$ cat config.mk
export PLATFORM = sky130hd
export DESIGN_NAME = vram_arbiter
export DESIGN_NICKNAME = d
export VERILOG_FILES = /design/src/rtl/vram_arbiter.sv
export SDC_FILE = /design/constraint.sdc
export NUM_CORES = 1
export LEC_CHECK = 0
export CORE_MARGIN = 2
export CORE_UTILIZATION = 38
export CTS_CLUSTER_DIAMETER = 60
export DETAILED_ROUTE_END_ITERATION = 10
export PLACE_DENSITY = 0.86
export SYNTH_ARGS = -nofsm -noshare
export SYNTH_HDL_FRONTEND = slang
export SYNTH_SLANG_ARGS = --single-unit
$ cat constraint.sdc
create_clock -name clk -period 4.2 [get_ports clk]
set_clock_uncertainty 0.05 [all_clocks]
set_input_delay 0.84 -clock clk [delete_from_list [all_inputs] [get_ports clk]]
set_output_delay 0.84 -clock clk [all_outputs]
set_load 0.05 [all_outputs]
$ cat src/rtl/vram_arbiter.sv
// Single-port VRAM slot arbiter: video reads win by default, a one-entry CPU buffer
// is forced through after STARVE_LIMIT consecutive losses to video.
module vram_arbiter #(
    parameter int STARVE_LIMIT = 8
) (
    input  logic        clk,
    input  logic        reset,
    input  logic        vid_req,
    input  logic [14:0] vid_addr,
    output logic        vid_gnt,
    output logic        vid_valid,
    output logic [7:0]  vid_data,
    input  logic        cpu_req,
    input  logic        cpu_we,
    input  logic [14:0] cpu_addr,
    input  logic [7:0]  cpu_wdata,
    output logic        cpu_busy,
    output logic        cpu_rvalid,
    output logic [7:0]  cpu_rdata,
    output logic [14:0] ram_addr,
    output logic        ram_we,
    output logic [7:0]  ram_wdata,
    input  logic [7:0]  ram_rdata
);

    localparam logic [3:0] LIMIT = 4'(STARVE_LIMIT);

    // Handshake: a CPU request transfers on a rising edge where cpu_req=1 and
    // cpu_busy=0; while cpu_busy=1 the requester holds its request unchanged.
    logic        busy_q;
    logic        buf_we;
    logic [14:0] buf_addr;
    logic [7:0]  buf_wdata;
    logic [3:0]  starve_cnt;
    logic        force_cpu;
    logic        cpu_gnt;
    logic        accept;

    always_comb begin
        force_cpu = busy_q && (starve_cnt == LIMIT);
        cpu_gnt   = 1'b0;
        vid_gnt   = 1'b0;
        if (force_cpu) begin
            cpu_gnt = 1'b1;
        end else if (vid_req) begin
            vid_gnt = 1'b1;
        end else if (busy_q) begin
            cpu_gnt = 1'b1;
        end
        accept = cpu_req && !busy_q;
    end

    // Idle slots park the address on the video bus; write data is a don't-care unless ram_we.
    assign ram_addr   = cpu_gnt ? buf_addr : vid_addr;
    assign ram_we     = cpu_gnt && buf_we;
    assign ram_wdata  = buf_wdata;
    assign vid_data   = ram_rdata;
    assign cpu_rdata  = ram_rdata;
    assign cpu_busy   = busy_q;

    always_ff @(posedge clk) begin
        if (reset) begin
            busy_q     <= 1'b0;
            buf_we     <= 1'b0;
            buf_addr   <= '0;
            buf_wdata  <= '0;
            starve_cnt <= '0;
            vid_valid  <= 1'b0;
            cpu_rvalid <= 1'b0;
        end else begin
            vid_valid  <= vid_gnt;
            cpu_rvalid <= cpu_gnt && !buf_we;

            // Accept and grant are mutually exclusive: accept needs busy_q=0, grant needs busy_q=1.
            if (accept) begin
                busy_q    <= 1'b1;
                buf_we    <= cpu_we;
                buf_addr  <= cpu_addr;
                buf_wdata <= cpu_wdata;
            end else if (cpu_gnt) begin
                busy_q    <= 1'b0;
                buf_we    <= 1'b0;
                buf_addr  <= '0;
                buf_wdata <= '0;
            end

            if (cpu_gnt || !busy_q) begin
                starve_cnt <= '0;
            end else if (vid_gnt && starve_cnt < LIMIT) begin
                starve_cnt <= starve_cnt + 4'd1;
            end
        end
    end

endmodule

### Yosys cells after proc, flatten, opt, wreduce, memory -nomap -nowiden

Cells that the tools add are included.

* register bits after elaboration: 31
* latch bits: 0
* RAM bits: 0
* bits in read-only memories: 0
* bits of input ports: 51
* output and inout bits: 44
* word-level logic and storage cells: 33
* memories kept: 0

* $add $sub $neg: 1
* multipliers: 0
* div/mod/pow operators: 0
* magnitude comparators: 1
* equality and inequality tests: 1
* shift-type cells: 0
* multiplexer cells: 13
* bitwise gates (word level): 0
* reduce and logical (&&, ||, !) cells: 10

Operators by type and width (count)
* 15-bit two-way mux: 3
* 8-bit two-way mux: 2
* 1-bit two-way mux: 8
* 1-bit logical AND: 5
* 4-bit by 1-bit adder with 4-bit output (second input constant): 1
* 4-bit equality test (second input constant): 1
* 4-bit < comparator (second input constant): 1
* 1-bit zero test: 2
* 2-bit nonzero test: 1
* 2-bit OR reduction: 1
* 1-bit logical OR: 1

### Longest topological paths before layout

Gate-level depths: netlist (run 1).

* word-level depth: 5
* gate-level depth with buffers: 6
* gate-level depth less buffers: 5

### Worst setup path before layout (run 1)

OpenSTA, ideal clock, no wires.

* path kind: register to output
* from: register starve_cnt[0]
* to: output port vid_gnt
* arrival: 2026 ps
* data required time: 3310 ps
* setup slack: 1284 ps
* stages on the path, launching flop included: 5
* path buffers: 0
* cell sequence: dfxtp_1 > inv_1 > ha_1 > and3b_2 > a21boi_0

* cells in the longest elaborated chain, start to end: 3

RTL lines
* start: declaration: RTL line 34 `logic [3:0] starve_cnt;`
* start signal: assignment: RTL line 90 `starve_cnt <= starve_cnt + 4'd1;`
* 4-bit equality test: RTL line 40 `force_cpu = busy_q && (starve_cnt == LIMIT);`
* 1-bit logical AND: RTL line 40
* 1-bit two-way mux: RTL line 43 `if (force_cpu) begin`
* end: declaration: RTL line 10 `output logic vid_gnt,`

No other way between the ends.

### Worst setup path after layout (run 1)

* from: input port vid_req
* to: output port ram_addr[14]

* cells in the longest elaborated chain, start to end: 3

RTL lines
* start: declaration: RTL line 8 `input logic vid_req,`
* 1-bit two-way mux: RTL line 45 `end else if (vid_req) begin`
* 1-bit two-way mux: RTL line 43
* 15-bit two-way mux: RTL line 54 `assign ram_addr = cpu_gnt ? buf_addr : vid_addr;`
* end: declaration: RTL line 20 `output logic [14:0] ram_addr,`

No other way between the ends.

==> metrics.csv, run 1 <==
stage,metric,value,unit
critical_path,Worst Setup Start Kind,input port,
synth,Synth Instances,118,
final_layout,area of the multi-input gates,631.9,um^2
clock_network,CTS tree,built,
sta,fmax,265.1,MHz
sta,unrepaired setup endpoints after global routing,no,
sta,final setup vio count,0,
routing,Residual DRC,0,
final_layout,area occupied by registers,620.6,um^2
global_route,global-route wire length before repair,5.533,mm
global_route,Total Routing Usage GR,0.1723,
worst_hold_path,Hold Path Class,register to register,
die,Chip Height,65.48,um
sta,setup TNS,0,ns
die,die area,4288,um^2
routing,DRT antenna net count,0,
sta,Fin. Hold Viols,0,
sta,final hold slack,0.4244,ns
clock_network,Skew-Pair Late Insertion Delay,0.28,ns
sta,max-slew violation count,0,
synth,Synth Area per Inst,12.17,um^2
clock_network,CTS Hold Bufs,0,
final_layout,layout cells sized above 1,0.2346,
routing,Post-Route M1 WL,1.398,mm
global_route,initial antenna violation count,0,
final_layout,Fillers,304,
clock_network,Post-CTS Setup Bufs,0,
final_layout,"most common cell after layout, fill and taps aside",clkdlybuf4s50_1,
clock_network,cts bufs inserted,5,
routing,Total Wirelength,3.564,mm
die,Ports,95,
synth,post-synth net total,171,
placed_design,Placed Cells,219,
die,core footprint,3661,um^2
pwr,Worst VDD drop,0.1378,mV
clock_network,root buf cell,clkbuf_8,
pwr,Pwr Density,352.3,nW/um^2
placed_design,gpl congestion,0.7359,
pwr,leakage power,0.0008438,uW
final_layout,Synth-to-Final Area Change,47.13,%
die,row count,22,
flow_run,Max Cap Viol,0,
routing,top sig layer,met4,
clock_network,clock-pin slew on the worst setup and hold paths,0.06,ns
routing,WL per Instance,15.70,um
status,status,"finished, final reports clean",
final_layout,highest-count cells in the layout ignoring fill and taps,"61 x clkdlybuf4s50_1, 31 x dfxtp_1, 24 x a22o_1",
sta,Slew Limit Headroom,0.4166,
sta,Tightest Pin Transition,0.8713,ns
placed_design,DPL Wire Length,2.640,mm
critical_path,critical path peak fanout,11,
routing,DR WL met2,1.750,mm
critical_path,Critical Path AT,2.88,ns
clock_network,clk sinks,31,
routing,via count,1137,
global_route,GRT overflow,0,
routing,drt initial violations,51,
die,initial core utilization,0.3923,
sta,final critical-path share of the clock period,0.8983,
synth,"Seq/Total Area, Yosys",0.4321,
synth,yosys warns,0,
clock_network,Clock H-tree levels,2,
final_layout,antenna diode count,0,
critical_path,Critical Path RT,3.31,ns
critical_path,Setup crit end kind,primary output,
routing,DR WL met3,295,um
sta,Tmin final,3.773,ns
routing,drt via density,5.009,
critical_path,kind of critical path,input port to primary output,
synth,Mapped Area,1436,um^2
clock_network,PostCTS Resize Cnt,0,
global_route,vias in the first global route,1143,
clock_network,Bufs on Longest Clock Path,2,
final_layout,Final nets,231,
routing,TritonRoute pass-1 iters,4,
synth,"FF+latch count, synth",31,
placed_design,IO Port Bufs,70,
final_layout,Finished Layout Cells,227,
global_route,largest net degree at the start of global routing,25,
synth,Yosys cell types,27,
die,die width,65.48,um
## synthesized netlist by cell type
master    number  area [um^2]
a21boi_0       1        7.510
a21boi_4       1        18.77
a22o_1        24        210.2
a41oi_1        1        8.760
and2_2         1        7.510
and2b_2        1        8.760
and3b_2        1        10.01
buf_12         1        20.02
buf_2          2        10.01
buf_4         16        120.1
buf_6          2        22.52
dfxtp_1       31        620.6
ha_1           2        25.02
inv_1          3        11.26
mux2_2         7        78.83
mux2_4         8        120.1
mux2i_1        1        10.01
nand2_1        1        3.750
nand3b_1       2        15.01
nand3b_4       1        20.02
nor2_1         4        15.01
nor2b_1        1        6.260
nor3b_2        2        25.02
o32ai_2        1        16.27
or2b_1         1        7.510
xnor2_1        1        8.760
xor2_1         1        8.760
## cell type report
| class | instances | share of cell area |
|---|---|---|
| multi-input cells | 63 | 0.2990 |
| repair buffers | 74 | 0.3351 |
| flip-flops and latches | 31 | 0.2937 |
| well taps | 48 | 0.02842 |
| clock inverters | 1 | 0.002368 |
| clock buffers | 7 | 0.03612 |
| inverters | 3 | 0.005329 |
## where the power goes
part           switching, uW  total (uW)  internal (uW)
Sequential              9.67         320            310
Clock                    110         226            116
Combinational            104         198           94.2
## path summary, 6_finish.rpt
kind	start	to	slack [ns]	cells after the start
max	vid_req	ram_addr[14]	0.43	4
min	buf_addr[5]	buf_addr[5]	0.42	1
max reg2reg	cpu_busy	buf_we	2.49	3
min reg2reg	buf_addr[5]	buf_addr[5]	0.42	1
## cells by family after synthesis
group	Yosys count	share of synthesized area
xor gates and xnor gates	2	0.01220
muxes	16	0.1455
adders and majority gates	2	0.01742
DFF	31	0.4321
buffers and inverters	24	0.1281
AOI/OAI and AO/OA	28	0.1821
and+or+nand+nor	15	0.08275
## per-stage QoR
stage	instance area [um^2]	setup WS (ns)	power (uW)	utilization
floorplan	1436	1.284	486.0	-
global placement	2032	0.4651	520.9	0.5550
detailed placement	2032	0.4402	524.7	0.5550
CTS	2113	0.4253	750.2	0.5772
global route	2113	0.3394	769.8	0.5772
finish	2113	0.4273	744.6	0.5772
## worst max-delay path, stage by stage
cell,delay (ns)
clkdlybuf4s50_1,0.54
a21boi_4,0.40
mux2_2,0.39
clkdlybuf4s50_1,0.71
## flip-flops by register name, indices dropped and copies added, names as in the netlist
name	flops
ram_wdata	8
vid_valid	1
starve_cnt	4
buf_addr	15
cpu_rvalid	1
cpu_busy	1
buf_we	1
## layer usage
layer | global-route usage | vias to the layer above
met1 | 0.1885 | 536
met2 | 0.2857 | 55
met5 | 0 | -
met3 | 0.04623 | 17
li1 | - | 529
met4 | 0.1250 | 0
Power figures use the tool's default switching activity.
==> inputs of run 2 (changes only) <==
Clock period 4.2 ns to 4.85 ns, I/O delays scaled along.
==> metrics.csv, run 2 (synthesis gave the netlist of run 1 again) <==
stage,metric,value,unit
routing,DRT antenna net count,0,
clock_network,clock-pin slew on the worst setup and hold paths,0.06,ns
sta,setup TNS,0,ns
clock_network,Skew-Pair Late Insertion Delay,0.28,ns
routing,WL per Instance,16.31,um
pwr,Worst VDD drop,0.1103,mV
placed_design,IO Port Bufs,70,
final_layout,highest-count cells in the layout ignoring fill and taps,"70 x clkdlybuf4s50_1, 31 x dfxtp_1, 24 x a22o_1",
clock_network,Bufs on Longest Clock Path,2,
critical_path,critical path peak fanout,17,
sta,final setup vio count,0,
clock_network,clk sinks,31,
final_layout,"Most flops, register",buf_addr,
final_layout,Synth-to-Final Area Change,47.65,%
final_layout,Final nets,229,
final_layout,antenna diode count,0,
worst_hold_path,Hold Path Class,register to register,
routing,TritonRoute pass-1 iters,4,
sta,final critical-path share of the clock period,0.8736,
sta,Slew Limit Headroom,0.5595,
final_layout,area of the multi-input gates,631.9,um^2
die,initial core utilization,0.3923,
pwr,switching share of power,0.2971,
clock_network,PostCTS Resize Cnt,0,
clock_network,CTS Hold Bufs,0,
critical_path,Crit-path slowest cell,clkdlybuf4s50_1,
placed_design,DPL Wire Length,2.690,mm
final_layout,max reg flops,15,
die,Ports,95,
pwr,Clk pwr share,0.299,
critical_path,CP Cell Sequence,clkdlybuf4s50_1 > a21boi_4 > mux2_2 > clkdlybuf4s50_1,
global_route,largest net degree at the start of global routing,25,
final_layout,Finished Layout Cells,225,
pwr,Int Pwr,451.9,uW
routing,drt via density,4.982,
global_route,Total Routing Usage GR,0.1734,
final_layout,"most common cell after layout, fill and taps aside",clkdlybuf4s50_1,
clock_network,CTS tree,built,
global_route,initial antenna violation count,0,
pwr,Gate power share,0.269,
placed_design,Placed Cells,217,
final_layout,Fillers,309,
critical_path,delay of the slowest critical-path stage,0.70,ns
final_layout,Final Cell Area,2121,um^2
routing,drt initial violations,35,
global_route,vias in the first global route,1155,
critical_path,Worst Setup Start Kind,input port,
routing,via count,1121,
flow_run,Max Cap Viol,0,
global_route,global-route wire length before repair,5.464,mm
critical_path,most frequent CP cell,clkdlybuf4s50_1,
clock_network,Clock H-tree levels,2,
sta,Fin. Hold Viols,0,
sta,max-slew violation count,0,
clock_network,Post-CTS Setup Bufs,0,
sta,Tmin final,4.237,ns
placed_design,Area after DPL,2039,um^2
clock_network,cts bufs inserted,5,
pwr,Reg power frac,0.432,
die,core footprint,3661,um^2
routing,Total Wirelength,3.669,mm
sta,fmax,236.0,MHz
sta,unrepaired setup endpoints after global routing,no,
critical_path,kind of critical path,input port to primary output,
clock_network,root buf cell,clkbuf_8,
pwr,"Power, Total",643.0,uW
die,die area,4288,um^2
die,row count,22,
placed_design,gpl congestion,0.7093,
status,status,"finished, final reports clean",
global_route,GRT overflow,0,
pwr,Psw,191.0,uW
die,Chip Height,65.48,um
critical_path,Setup crit end kind,primary output,
die,die width,65.48,um
critical_path,Critical Path RT,3.83,ns
sta,Tightest Pin Transition,0.6591,ns
pwr,Pwr Density,303.2,nW/um^2
final_layout,area occupied by registers,620.6,um^2
pwr,leakage power,0.0008232,uW
final_layout,layout cells sized above 1,0.1751,
critical_path,Critical Path AT,3.22,ns
routing,Residual DRC,0,
==> run 2: cell types whose count changed in the layout (fill, tap and decap cells not counted) <==
cell / change
buf_4: -11
clkdlybuf4s50_1: +9
==> run 2: per-layer routing <==
layer	part of all wire	GRT usage	routed length [um]	vias to the layer above
met1	0.39	0.1770	1423	529
met3	0.093	0.06849	342	17
met2	0.49	0.2946	1790	50
li1	-	-	-	525
met5	0	0	0	-
met4	0.031	0.1094	113	0
==> run 2: worst max-delay path: cells and delay by family <==
kind / cells / cell delay (ns)
AOI/OAI and AO/OA: 1 / 0.60
buffers and inverters: 2 / 1.23
muxes: 1 / 0.41
==> run 2: final timing paths <==
kind	depth (start not counted)	start	end	slack [ns]
max	4	vid_req	ram_addr[4]	0.61
min reg2reg	1	buf_we	cpu_rvalid	0.42
min	1	buf_we	cpu_rvalid	0.42
max reg2reg	6	starve_cnt[0]	buf_addr[8]	3.17
==> run 2: layout make-up <==
cell class / count / area share
clock inverter: 1 / 0.002360
timing repair buffer: 72 / 0.3375
sequential: 31 / 0.2926
tap: 48 / 0.02832
clock buffer: 7 / 0.03599
inverter: 3 / 0.005310
multi-input combinational: 63 / 0.2979
==> run 2: power by group through the flow <==
stage               sequential (uW)  clock, uW  combinational (uW)
floorplan                       300          0                 120
global placement                282          0                 170
detailed placement              283          0                 173
CTS                             278        199                 174
global route                    279        211                 180
finish                          278        192                 173
==> run 2: through the flow <==
| step | setup WS [ns] | hold WS, ns | util |
|---|---|---|---|
| global route | 0.5234 | 0.4339 | 0.5793 |
| global placement | 0.6441 | 0.4035 | 0.5571 |
| CTS | 0.5848 | 0.4235 | 0.5793 |
| floorplan | 1.688 | 0.3720 | - |
| detailed placement | 0.5944 | 0.4046 | 0.5571 |
| finish | 0.6131 | 0.4211 | 0.5793 |
==> inputs of run 3 (changes only) <==
Settings changed: CORE_MARGIN 2 to 1.
==> metrics.csv, run 3 (synthesis gave the netlist of run 1 again) <==
stage,metric,value,unit
global_route,Total Routing Usage GR,0.1793,
final_layout,highest-count cells in the layout ignoring fill and taps,"70 x clkdlybuf4s50_1, 31 x dfxtp_1, 24 x a22o_1",
die,Chip Height,63.48,um
final_layout,"most common cell after layout, fill and taps aside",clkdlybuf4s50_1,
critical_path,Worst Setup Start Kind,input port,
placed_design,DPL Wire Length,2.469,mm
flow_run,Max Cap Viol,0,
routing,drt via density,4.937,
pwr,Pwr Density,311.8,nW/um^2
routing,Total Wirelength,3.381,mm
die,row count,21,
clock_network,Skew-Pair Late Insertion Delay,0.27,ns
clock_network,Clock H-tree levels,2,
final_layout,layout cells sized above 1,0.1808,
clock_network,root buf cell,clkbuf_8,
routing,TritonRoute pass-1 iters,4,
final_layout,Synth-to-Final Area Change,48.78,%
die,initial core utilization,0.4141,
sta,final setup vio count,0,
clock_network,Post-CTS Setup Bufs,0,
sta,setup TNS,0,ns
die,die width,63.48,um
placed_design,gpl congestion,0.7312,
clock_network,CTS Hold Bufs,0,
final_layout,Final nets,229,
sta,Fin. Hold Viols,0,
critical_path,most frequent CP cell,clkdlybuf4s50_1,
final_layout,"Most flops, register",buf_addr,
clock_network,cts bufs inserted,5,
die,Ports,95,
status,status,"finished, final reports clean",
pwr,leakage power,0.0008325,uW
critical_path,R2R Setup Slk,2.88,ns
global_route,initial antenna violation count,0,
critical_path,R2R Path Start,starve_cnt[0],
routing,Residual DRC,0,
final_layout,max reg flops,15,
placed_design,IO Port Bufs,70,
routing,drt initial violations,45,
routing,via count,1101,
clock_network,PostCTS Resize Cnt,0,
critical_path,CP Cell Sequence,clkdlybuf4s50_1 > a21boi_4 > mux2_2 > clkdlybuf4s50_1,
sta,Tightest Pin Transition,0.8751,ns
pwr,"Power, Total",666.4,uW
final_layout,area occupied by registers,620.6,um^2
sta,Slew Limit Headroom,0.4166,
critical_path,Buf/Inv on CP,2,
critical_path,Critical Path AT,3.25,ns
worst_hold_path,hold worst-path end,cpu_rvalid,
sta,fmax,234.1,MHz
global_route,GRT overflow,0,
critical_path,delay of the slowest critical-path stage,0.71,ns
final_layout,antenna diode count,0,
critical_path,worst reg2reg path endpoint,ram_wdata[2],
clock_network,CTS tree,built,
worst_hold_path,Hold Startpoint,buf_we,
global_route,largest net degree at the start of global routing,18,
worst_hold_path,Hold Path Class,register to register,
critical_path,kind of critical path,input port to primary output,
critical_path,critical path peak fanout,17,
global_route,vias in the first global route,1151,
die,core footprint,3468,um^2
critical_path,Setup crit end kind,primary output,
die,die area,4030,um^2
routing,WL per Instance,15.16,um
pwr,Worst VDD drop,0.1681,mV
sta,unrepaired setup endpoints after global routing,no,
clock_network,clock-pin slew on the worst setup and hold paths,0.06,ns
sta,max-slew violation count,0,
routing,DRT antenna net count,0,
critical_path,Worst path depth,4,
final_layout,area of the multi-input gates,631.9,um^2
global_route,global-route wire length before repair,5.526,mm
sta,Tmin final,4.272,ns
critical_path,worst reg-to-reg path cell count,6,
critical_path,Crit path max-delay family,buffers and inverters,
critical_path,Crit-path slowest cell,clkdlybuf4s50_1,
clock_network,Bufs on Longest Clock Path,2,
final_layout,Fillers,282,
worst_hold_path,hold path cells,1,
sta,final critical-path share of the clock period,0.8808,
clock_network,clk sinks,31,
critical_path,Critical Path RT,3.83,ns
[run 3: worst reg2reg max path, stage by stage (launching register included)]
cell	delay (ns)
dfxtp_1	0.39
inv_1	0.06
ha_1	0.23
and3b_2	0.22
o32ai_2	0.49
buf_4	0.33
a22o_1	0.15
[run 3: cell type report]
| type | count | area share |
|---|---|---|
| Multi-Input combinational cell | 63 | 0.2957 |
| Sequential cell | 31 | 0.2904 |
| Tap cell | 46 | 0.02693 |
| Timing Repair Buffer | 72 | 0.3349 |
| Inverter | 3 | 0.005269 |
| Clock buffer | 8 | 0.04684 |
[run 3: worst max-delay path by stage]
stage               startpoint           to  slack (ns)
floorplan              vid_req      vid_gnt        1.69
global placement       vid_req  ram_addr[2]        0.66
detailed placement     vid_req  ram_addr[0]        0.57
CTS                    vid_req  ram_addr[0]        0.58
global route           vid_req  ram_addr[2]        0.51
finish                 vid_req  ram_addr[0]        0.58
[run 3: stage by stage]
stage / instance area, um^2 / hold WS [ns] / util / setup slack [ns] / std cells
4_1_cts: 2137 / 0.4147 / 0.6162 / 0.5751 / 223
2_1_floorplan: 1436 / 0.3720 / - / 1.688 / 118
3_5_place_dp: 2037 / 0.4011 / 0.5873 / 0.5737 / 215
6_report: 2137 / 0.4158 / 0.6162 / 0.5780 / 223
5_1_grt: 2137 / 0.4223 / 0.6162 / 0.5053 / 223
3_3_place_gp: 2037 / 0.3954 / 0.5873 / 0.6589 / 215
[run 3: report_power, final]
part / switching (uW) / internal [uW] / leakage, uW
combinational: 89.1 / 82.6 / 0.000527
clock: 87.8 / 129 / 0.0000515
sequential: 8.65 / 269 / 0.000254
total: 186 / 481 / 0.000832
[run 3: metal layers]
metal,up-vias,wire length (um),GRT usage
met1,500,1409,0.2069
met2,56,1609,0.2952
met3,15,294,0.05978
met5,-,0,0
met4,0,68,0.08523
li1,530,-,-
